**config.mk**
```make
export PLATFORM = sky130hd
export DESIGN_NAME = video_compositor
export DESIGN_NICKNAME = d
export VERILOG_FILES = /design/src/rtl/xga_pkg.sv /design/src/rtl/compositor_cfg.sv /design/src/rtl/video_compositor.sv
export SDC_FILE = /design/constraint.sdc
export NUM_CORES = 1
export LEC_CHECK = 0
export CORE_MARGIN = 2
export CORE_UTILIZATION = 40
export CTS_CLUSTER_SIZE = 25
export DETAILED_ROUTE_END_ITERATION = 12
export GPL_TIMING_DRIVEN = 0
export PLACE_DENSITY = 0.63
export SLEW_MARGIN = 15
export SYNTH_ARGS = -nofsm -noshare
export SYNTH_HDL_FRONTEND = slang
export SYNTH_HIERARCHICAL = 1
export SYNTH_SLANG_ARGS = --single-unit
```
**constraint.sdc**
```tcl
create_clock -name clk -period 5.4 [get_ports clk]
set_clock_uncertainty 0.2 [all_clocks]
set_input_delay 1.08 -clock clk [delete_from_list [all_inputs] [get_ports clk]]
set_output_delay 1.08 -clock clk [all_outputs]
set_load 0.005 [all_outputs]
```
**src/rtl/xga_pkg.sv**
```systemverilog
// Shared constants for the video compositor: config register map and the
// default pixel type derived from the default colour depth.
package xga_pkg;

  localparam int XGA_COLOR_W = 4;
  localparam int XGA_PIX_W   = 3 * XGA_COLOR_W;

  typedef logic [XGA_PIX_W-1:0] pix_t;

  localparam logic [3:0] CFG_ENABLE = 4'd0;
  localparam logic [3:0] CFG_BG     = 4'd1;
  localparam logic [3:0] CFG_KEY0   = 4'd2;
  localparam logic [3:0] CFG_CTRL   = 4'd15;

endpackage

```
**src/rtl/compositor_cfg.sv**
```systemverilog
// Shadow/active configuration registers for the compositor; shadow values are
// promoted to active on the vsync falling edge when a write is pending.
module compositor_cfg
  import xga_pkg::*;
#(
  parameter int  N_LAYERS = 2,
  parameter int  COLOR_W  = XGA_COLOR_W,
  localparam int PIX_W    = 3 * COLOR_W
) (
  input  logic                      clk,
  input  logic                      reset_i,
  input  logic                      cfg_wr_i,
  input  logic [3:0]                cfg_addr_i,
  input  logic [31:0]               cfg_data_i,
  input  logic                      vsync_i,
  output logic [N_LAYERS-1:0]       en_o,
  output logic [PIX_W-1:0]          bg_o,
  output logic [N_LAYERS*PIX_W-1:0] key_o,
  output logic [N_LAYERS-1:0]       key_en_o,
  output logic                      pending_o
);

  localparam logic [N_LAYERS-1:0] KEN_RST = {1'b0, {(N_LAYERS-1){1'b1}}};

  logic [N_LAYERS-1:0]       sh_en_q, sh_en_d, act_en_q, act_en_d;
  logic [PIX_W-1:0]          sh_bg_q, sh_bg_d, act_bg_q, act_bg_d;
  logic [N_LAYERS*PIX_W-1:0] sh_key_q, sh_key_d, act_key_q, act_key_d;
  logic [N_LAYERS-1:0]       sh_ken_q, sh_ken_d, act_ken_q, act_ken_d;
  logic                      pending_q, pending_d;
  logic                      vs_prev_q;
  logic                      frame_start_s;
  logic                      shadow_wr_s;
  logic                      unused_data_s;

  assign frame_start_s = vs_prev_q & ~vsync_i;
  assign unused_data_s = ^cfg_data_i[30:PIX_W];

  // Promotion reads the pre-write shadow, so a coincident write stays pending.
  always_comb begin
    sh_en_d     = sh_en_q;
    sh_bg_d     = sh_bg_q;
    sh_key_d    = sh_key_q;
    sh_ken_d    = sh_ken_q;
    shadow_wr_s = 1'b0;
    if (frame_start_s && pending_q) begin
      act_en_d  = sh_en_q;
      act_bg_d  = sh_bg_q;
      act_key_d = sh_key_q;
      act_ken_d = sh_ken_q;
    end else begin
      act_en_d  = act_en_q;
      act_bg_d  = act_bg_q;
      act_key_d = act_key_q;
      act_ken_d = act_ken_q;
    end
    if (cfg_wr_i) begin
      if (cfg_addr_i == CFG_ENABLE) begin
        sh_en_d     = cfg_data_i[N_LAYERS-1:0];
        shadow_wr_s = 1'b1;
      end else if (cfg_addr_i == CFG_BG) begin
        sh_bg_d     = cfg_data_i[PIX_W-1:0];
        shadow_wr_s = 1'b1;
      end else begin
        for (int k = 0; k < N_LAYERS; k++) begin
          if (cfg_addr_i == CFG_KEY0 + 4'(k)) begin
            sh_key_d[k*PIX_W +: PIX_W] = cfg_data_i[PIX_W-1:0];
            sh_ken_d[k]                = cfg_data_i[31];
            shadow_wr_s                = 1'b1;
          end else begin
            sh_ken_d[k] = sh_ken_d[k];
          end
        end
      end
    end else begin
      shadow_wr_s = 1'b0;
    end
    if (shadow_wr_s) begin
      pending_d = 1'b1;
    end else if (frame_start_s && pending_q) begin
      pending_d = 1'b0;
    end else begin
      pending_d = pending_q;
    end
  end

  always_ff @(posedge clk) begin
    if (reset_i) begin
      sh_en_q   <= {N_LAYERS{1'b1}};
      act_en_q  <= {N_LAYERS{1'b1}};
      sh_bg_q   <= {PIX_W{1'b0}};
      act_bg_q  <= {PIX_W{1'b0}};
      sh_key_q  <= {(N_LAYERS*PIX_W){1'b0}};
      act_key_q <= {(N_LAYERS*PIX_W){1'b0}};
      sh_ken_q  <= KEN_RST;
      act_ken_q <= KEN_RST;
      pending_q <= 1'b0;
      vs_prev_q <= 1'b0;
    end else begin
      sh_en_q   <= sh_en_d;
      act_en_q  <= act_en_d;
      sh_bg_q   <= sh_bg_d;
      act_bg_q  <= act_bg_d;
      sh_key_q  <= sh_key_d;
      act_key_q <= act_key_d;
      sh_ken_q  <= sh_ken_d;
      act_ken_q <= act_ken_d;
      pending_q <= pending_d;
      vs_prev_q <= vsync_i;
    end
  end

  assign en_o      = act_en_q;
  assign bg_o      = act_bg_q;
  assign key_o     = act_key_q;
  assign key_en_o  = act_ken_q;
  assign pending_o = pending_q;

endmodule

```
**src/rtl/video_compositor.sv**
```systemverilog
// Two-stage priority layer compositor with colour keying, background fill and
// sticky per-layer underflow flags.
module video_compositor
  import xga_pkg::*;
#(
  parameter int  N_LAYERS = 2,
  parameter int  COLOR_W  = XGA_COLOR_W,
  localparam int PIX_W    = 3 * COLOR_W
) (
  input  logic                      clk,
  input  logic                      reset_i,
  input  logic [N_LAYERS*PIX_W-1:0] layer_pix_i,
  input  logic [N_LAYERS-1:0]       layer_valid_i,
  input  logic                      de_i,
  input  logic                      hsync_i,
  input  logic                      vsync_i,
  input  logic                      cfg_wr_i,
  input  logic [3:0]                cfg_addr_i,
  input  logic [31:0]               cfg_data_i,
  output logic [PIX_W-1:0]          pix_o,
  output logic                      de_o,
  output logic                      hsync_o,
  output logic                      vsync_o,
  output logic                      cfg_pending_o,
  output logic [N_LAYERS-1:0]       underflow_o
);

  logic [N_LAYERS-1:0]       en_s, key_en_s, opaque_s;
  logic [PIX_W-1:0]          bg_s, sel_s, pix_d;
  logic [N_LAYERS*PIX_W-1:0] key_s;
  logic [N_LAYERS*PIX_W-1:0] lpix_q;
  logic [N_LAYERS-1:0]       lvalid_q;
  logic                      de1_q, hs1_q, vs1_q;
  logic [PIX_W-1:0]          pix_q;
  logic                      de_q, hs_q, vs_q;
  logic [N_LAYERS-1:0]       uf_q, uf_d;
  logic                      uf_clr_s;

  compositor_cfg #(
    .N_LAYERS (N_LAYERS),
    .COLOR_W  (COLOR_W)
  ) u_cfg (
    .clk        (clk),
    .reset_i    (reset_i),
    .cfg_wr_i   (cfg_wr_i),
    .cfg_addr_i (cfg_addr_i),
    .cfg_data_i (cfg_data_i),
    .vsync_i    (vsync_i),
    .en_o       (en_s),
    .bg_o       (bg_s),
    .key_o      (key_s),
    .key_en_o   (key_en_s),
    .pending_o  (cfg_pending_o)
  );

  // Walk from lowest priority upward so the lowest opaque index wins.
  always_comb begin
    sel_s = bg_s;
    for (int k = N_LAYERS - 1; k >= 0; k--) begin
      opaque_s[k] = en_s[k] & lvalid_q[k] &
                    ~(key_en_s[k] & (lpix_q[k*PIX_W +: PIX_W] == key_s[k*PIX_W +: PIX_W]));
      sel_s = opaque_s[k] ? lpix_q[k*PIX_W +: PIX_W] : sel_s;
    end
    pix_d = de1_q ? sel_s : {PIX_W{1'b0}};
  end

  // Set beats clear when both hit the same flag.
  assign uf_clr_s = cfg_wr_i & (cfg_addr_i == CFG_CTRL) & cfg_data_i[0];
  assign uf_d     = (uf_q & ~{N_LAYERS{uf_clr_s}}) | ({N_LAYERS{de_i}} & en_s & ~layer_valid_i);

  always_ff @(posedge clk) begin
    if (reset_i) begin
      lpix_q   <= {(N_LAYERS*PIX_W){1'b0}};
      lvalid_q <= {N_LAYERS{1'b0}};
      de1_q    <= 1'b0;
      hs1_q    <= 1'b0;
      vs1_q    <= 1'b0;
      pix_q    <= {PIX_W{1'b0}};
      de_q     <= 1'b0;
      hs_q     <= 1'b0;
      vs_q     <= 1'b0;
      uf_q     <= {N_LAYERS{1'b0}};
    end else begin
      lpix_q   <= layer_pix_i;
      lvalid_q <= layer_valid_i;
      de1_q    <= de_i;
      hs1_q    <= hsync_i;
      vs1_q    <= vsync_i;
      pix_q    <= pix_d;
      de_q     <= de1_q;
      hs_q     <= hs1_q;
      vs_q     <= vs1_q;
      uf_q     <= uf_d;
    end
  end

  assign pix_o       = pix_q;
  assign de_o        = de_q;
  assign hsync_o     = hs_q;
  assign vsync_o     = vs_q;
  assign underflow_o = uf_q;

endmodule

```
==> qor.yml <==
outcome: "completed"
grt_antenna_before_repair: 0
rsz0062_at_grt: "no"
cts_resized: 0
endpoint_kind: "register"
layout-drive-gt1-share_pct: 8.65
drc_errors: 0
synthArstFlopShare_pct: 0
synthFlopType: "sky130_fd_sc_hd__dfxtp_1"
synthesized_instance_count: 518
first_pass_detailed_route_iteration_total: 5
count_of_inserted_antenna_diode_cells: 0
tritoncts: "done"
coreArea_um2: 12100
clock_insertion_delay_worst_skew_ns: 0.41
holdCritPathClass: "register to register"
vias: 3732
synth.top_cells.by_count: "sky130_fd_sc_hd__dfxtp_1, sky130_fd_sc_hd__nand2_1, sky130_fd_sc_hd__nand2b_1"
place_congestion: 0.852
seq_area_frac_synth_pct: 51.1
cp-start-kind: "input port"
critPathArrivalTime_ns: 2.86
timing.max_slew.rel_slack_pct: 61.4
wl_per_cell_um: 15.3
fraction_of_synthesized_cell_area_taken_by_the_top_area_cell_type_pct: 51.1
synth_edf_count: 0
start_util_pct: 41.4
post_synth_num_cell_types: 31
synth.top_cells.by_area: "sky130_fd_sc_hd__dfxtp_1, sky130_fd_sc_hd__mux2i_1, sky130_fd_sc_hd__nand2_1"
postSynthAreaPerCell_um2: 9.68
maxCapViolations: 0
clock_pin_slew_reported_for_the_worst_setup_and_hold_paths_after_clock_tree_synthesis_ns: 0.05
fin_crit_sh_pct: 51.7
clock_tree.htree_level_count: 4
power.leakage_nw: 2.41
cts_setup_buffers: 0
max_freq_mhz: 358
post-layout-total-power_mw: 2.13
final.min_clock_period_ns: 2.79
cts_sinks: 128
final_net_count: 671
totalWireLength_um: 11900
dieArea_um2: 13400
report.final.slew_viol_count: 0
post-synth-top-count-cell: "sky130_fd_sc_hd__dfxtp_1"
synth.net_count: 586
first_iter_violations: 177
layout.core_utilization_pct: 52.9
hpwlAfterDp_um: 9140
layout-area-overhead-vs-synth_pct: 27.7
grt_first_pass_wirelength_um: 18700
ctsLongestPathBuffers: 2
count_of_synthesis_stage_warnings_from_yosys: 6
root_buffer: "sky130_fd_sc_hd__clkbuf_16"
setup_violations: 0
drt.antenna.violating_nets: 0
type_of_the_worst_setup_path: "input port to register"
fp-row-count: 40
port_buffers: 66
cellPowerDensity_nw_per_um2: 332
grt_pass1_vias: 3727
setup_slack_ns: 2.61
tightest_slew_ns: 0.579
path_max_fanout: 10
placed_cells_incl_taps: 752
timing.critical_path.required_ns: 5.46
fp.dieH_um: 116
final-instance-count-excl-fill: 781
die_x_um: 116
grt_start_max_net_pins: 17
aggregate_global_routing_overflow: 0
worst_setup_slack_after_placement_ns: 2.18
post_cts_hold_buffer_count: 0
synth.largest_area_cell: "sky130_fd_sc_hd__dfxtp_1"
final_hold_viol_count: 0
grt.total_usage_pct: 18.9
floorplan.io_pins: 86
cts_buffer_count: 17
via_per_inst: 4.78
ys_ff_latch: 128
fin_tns_setup_ns: 0
peakVddDrop_uv: 198
post_synthesis_cell_area_um2: 5010
## layer usage
layer / global-route usage [%] / part of all wire, % / vias up
li1: - / - / 1898
met1: 23.0 / 45 / 1744
met2: 32.6 / 50 / 82
met3: 5.07 / 4.6 / 8
met4: 6.11 / 0.96 / 0
met5: 0 / 0 / -
## layout make-up
cell class	instances	area [um2]
Clock buffer	21	450
Multi-Input combinational cell	355	2250
Sequential cell	128	2560
Tap cell	168	210
Clock inverter	8	67.6
Timing Repair Buffer	66	661
Fill cell	1147	5710
Buffer	35	199
## worst paths after layout
path	start	end	slack [ns]	cells past startpoint
min	hs1_q$_SDFF_PP0_	hsync_o$_SDFF_PP0_	0.23	1
min reg2reg	hs1_q$_SDFF_PP0_	hsync_o$_SDFF_PP0_	0.23	1
max	reset_i	u_cfg/key_o[23]$_SDFFE_PP0P_	2.61	5
max reg2reg	lpix_q[6]$_SDFF_PP0_	pix_o[7]$_SDFF_PP0_	3.33	6
## through the flow
step | cell area, um2 | hold WS, ns
2_1_floorplan | 5010 | 0.214
3_3_place_gp | 5880 | 0.219
3_5_place_dp | 5880 | 0.225
4_1_cts | 6400 | 0.237
5_1_grt | 6400 | 0.272
6_report | 6400 | 0.231
## cell families after synthesis
group                     count (synthesis)  synth area share (%)
AOI/OAI and AO/OA                        76                  10.1
xor gates and xnor gates                 24                  4.19
buffers and inverters                    35                  3.97
DFF                                     128                  51.1
muxes                                    40                  7.99
and+or+nand+nor                         215                  22.6
## where the power goes
part / internal [mW] / switching [mW]
clock network: 0.630 / 0.383
logic: 0.0753 / 0.0595
registers: 0.966 / 0.0135
## state kept, by name, indices dropped and copies added (netlist names), 12 cells and up
signal          count
u_cfg/key_o        24
lpix_q             24
u_cfg/sh_bg_q      12
u_cfg/sh_key_q     24
u_cfg/bg_o         12
pix_o              12
## cells in the final DEF, fill, tap and decap left out, types with 2 or more instances in the layout
master | netlist | routed
sky130_fd_sc_hd__buf_2 | 8 | 8
sky130_fd_sc_hd__clkbuf_1 | 17 | 20
sky130_fd_sc_hd__o22ai_1 | 11 | 11
sky130_fd_sc_hd__buf_4 | 3 | 3
sky130_fd_sc_hd__nand2_1 | 98 | 98
sky130_fd_sc_hd__clkdlybuf4s50_1 | 0 | 66
sky130_fd_sc_hd__o221a_2 | 3 | 3
sky130_fd_sc_hd__nor2b_1 | 33 | 33
sky130_fd_sc_hd__o221a_1 | 9 | 9
sky130_fd_sc_hd__nand4_1 | 4 | 4
sky130_fd_sc_hd__o21a_1 | 12 | 12
sky130_fd_sc_hd__nand3b_2 | 2 | 2
sky130_fd_sc_hd__nand3b_1 | 4 | 4
sky130_fd_sc_hd__nor2_1 | 11 | 11
sky130_fd_sc_hd__xnor2_1 | 24 | 24
sky130_fd_sc_hd__mux2i_1 | 40 | 40
sky130_fd_sc_hd__nor4_4 | 2 | 2
sky130_fd_sc_hd__buf_6 | 4 | 4
sky130_fd_sc_hd__dfxtp_1 | 128 | 128
sky130_fd_sc_hd__buf_1 | 2 | 2
sky130_fd_sc_hd__nand2b_1 | 51 | 51
sky130_fd_sc_hd__a21oi_1 | 40 | 40
sky130_fd_sc_hd__clkinv_2 | 0 | 6
sky130_fd_sc_hd__nand3_1 | 3 | 3
sky130_fd_sc_hd__clkbuf_16 | 0 | 17
## critical path, stage by stage
cell	delay, ns
sky130_fd_sc_hd__clkdlybuf4s50_1	0.61
sky130_fd_sc_hd__clkbuf_1	0.34
sky130_fd_sc_hd__buf_2	0.29
sky130_fd_sc_hd__clkbuf_1	0.43
sky130_fd_sc_hd__a21oi_1	0.11
Note: power is estimated with default switching activity, not from simulation.
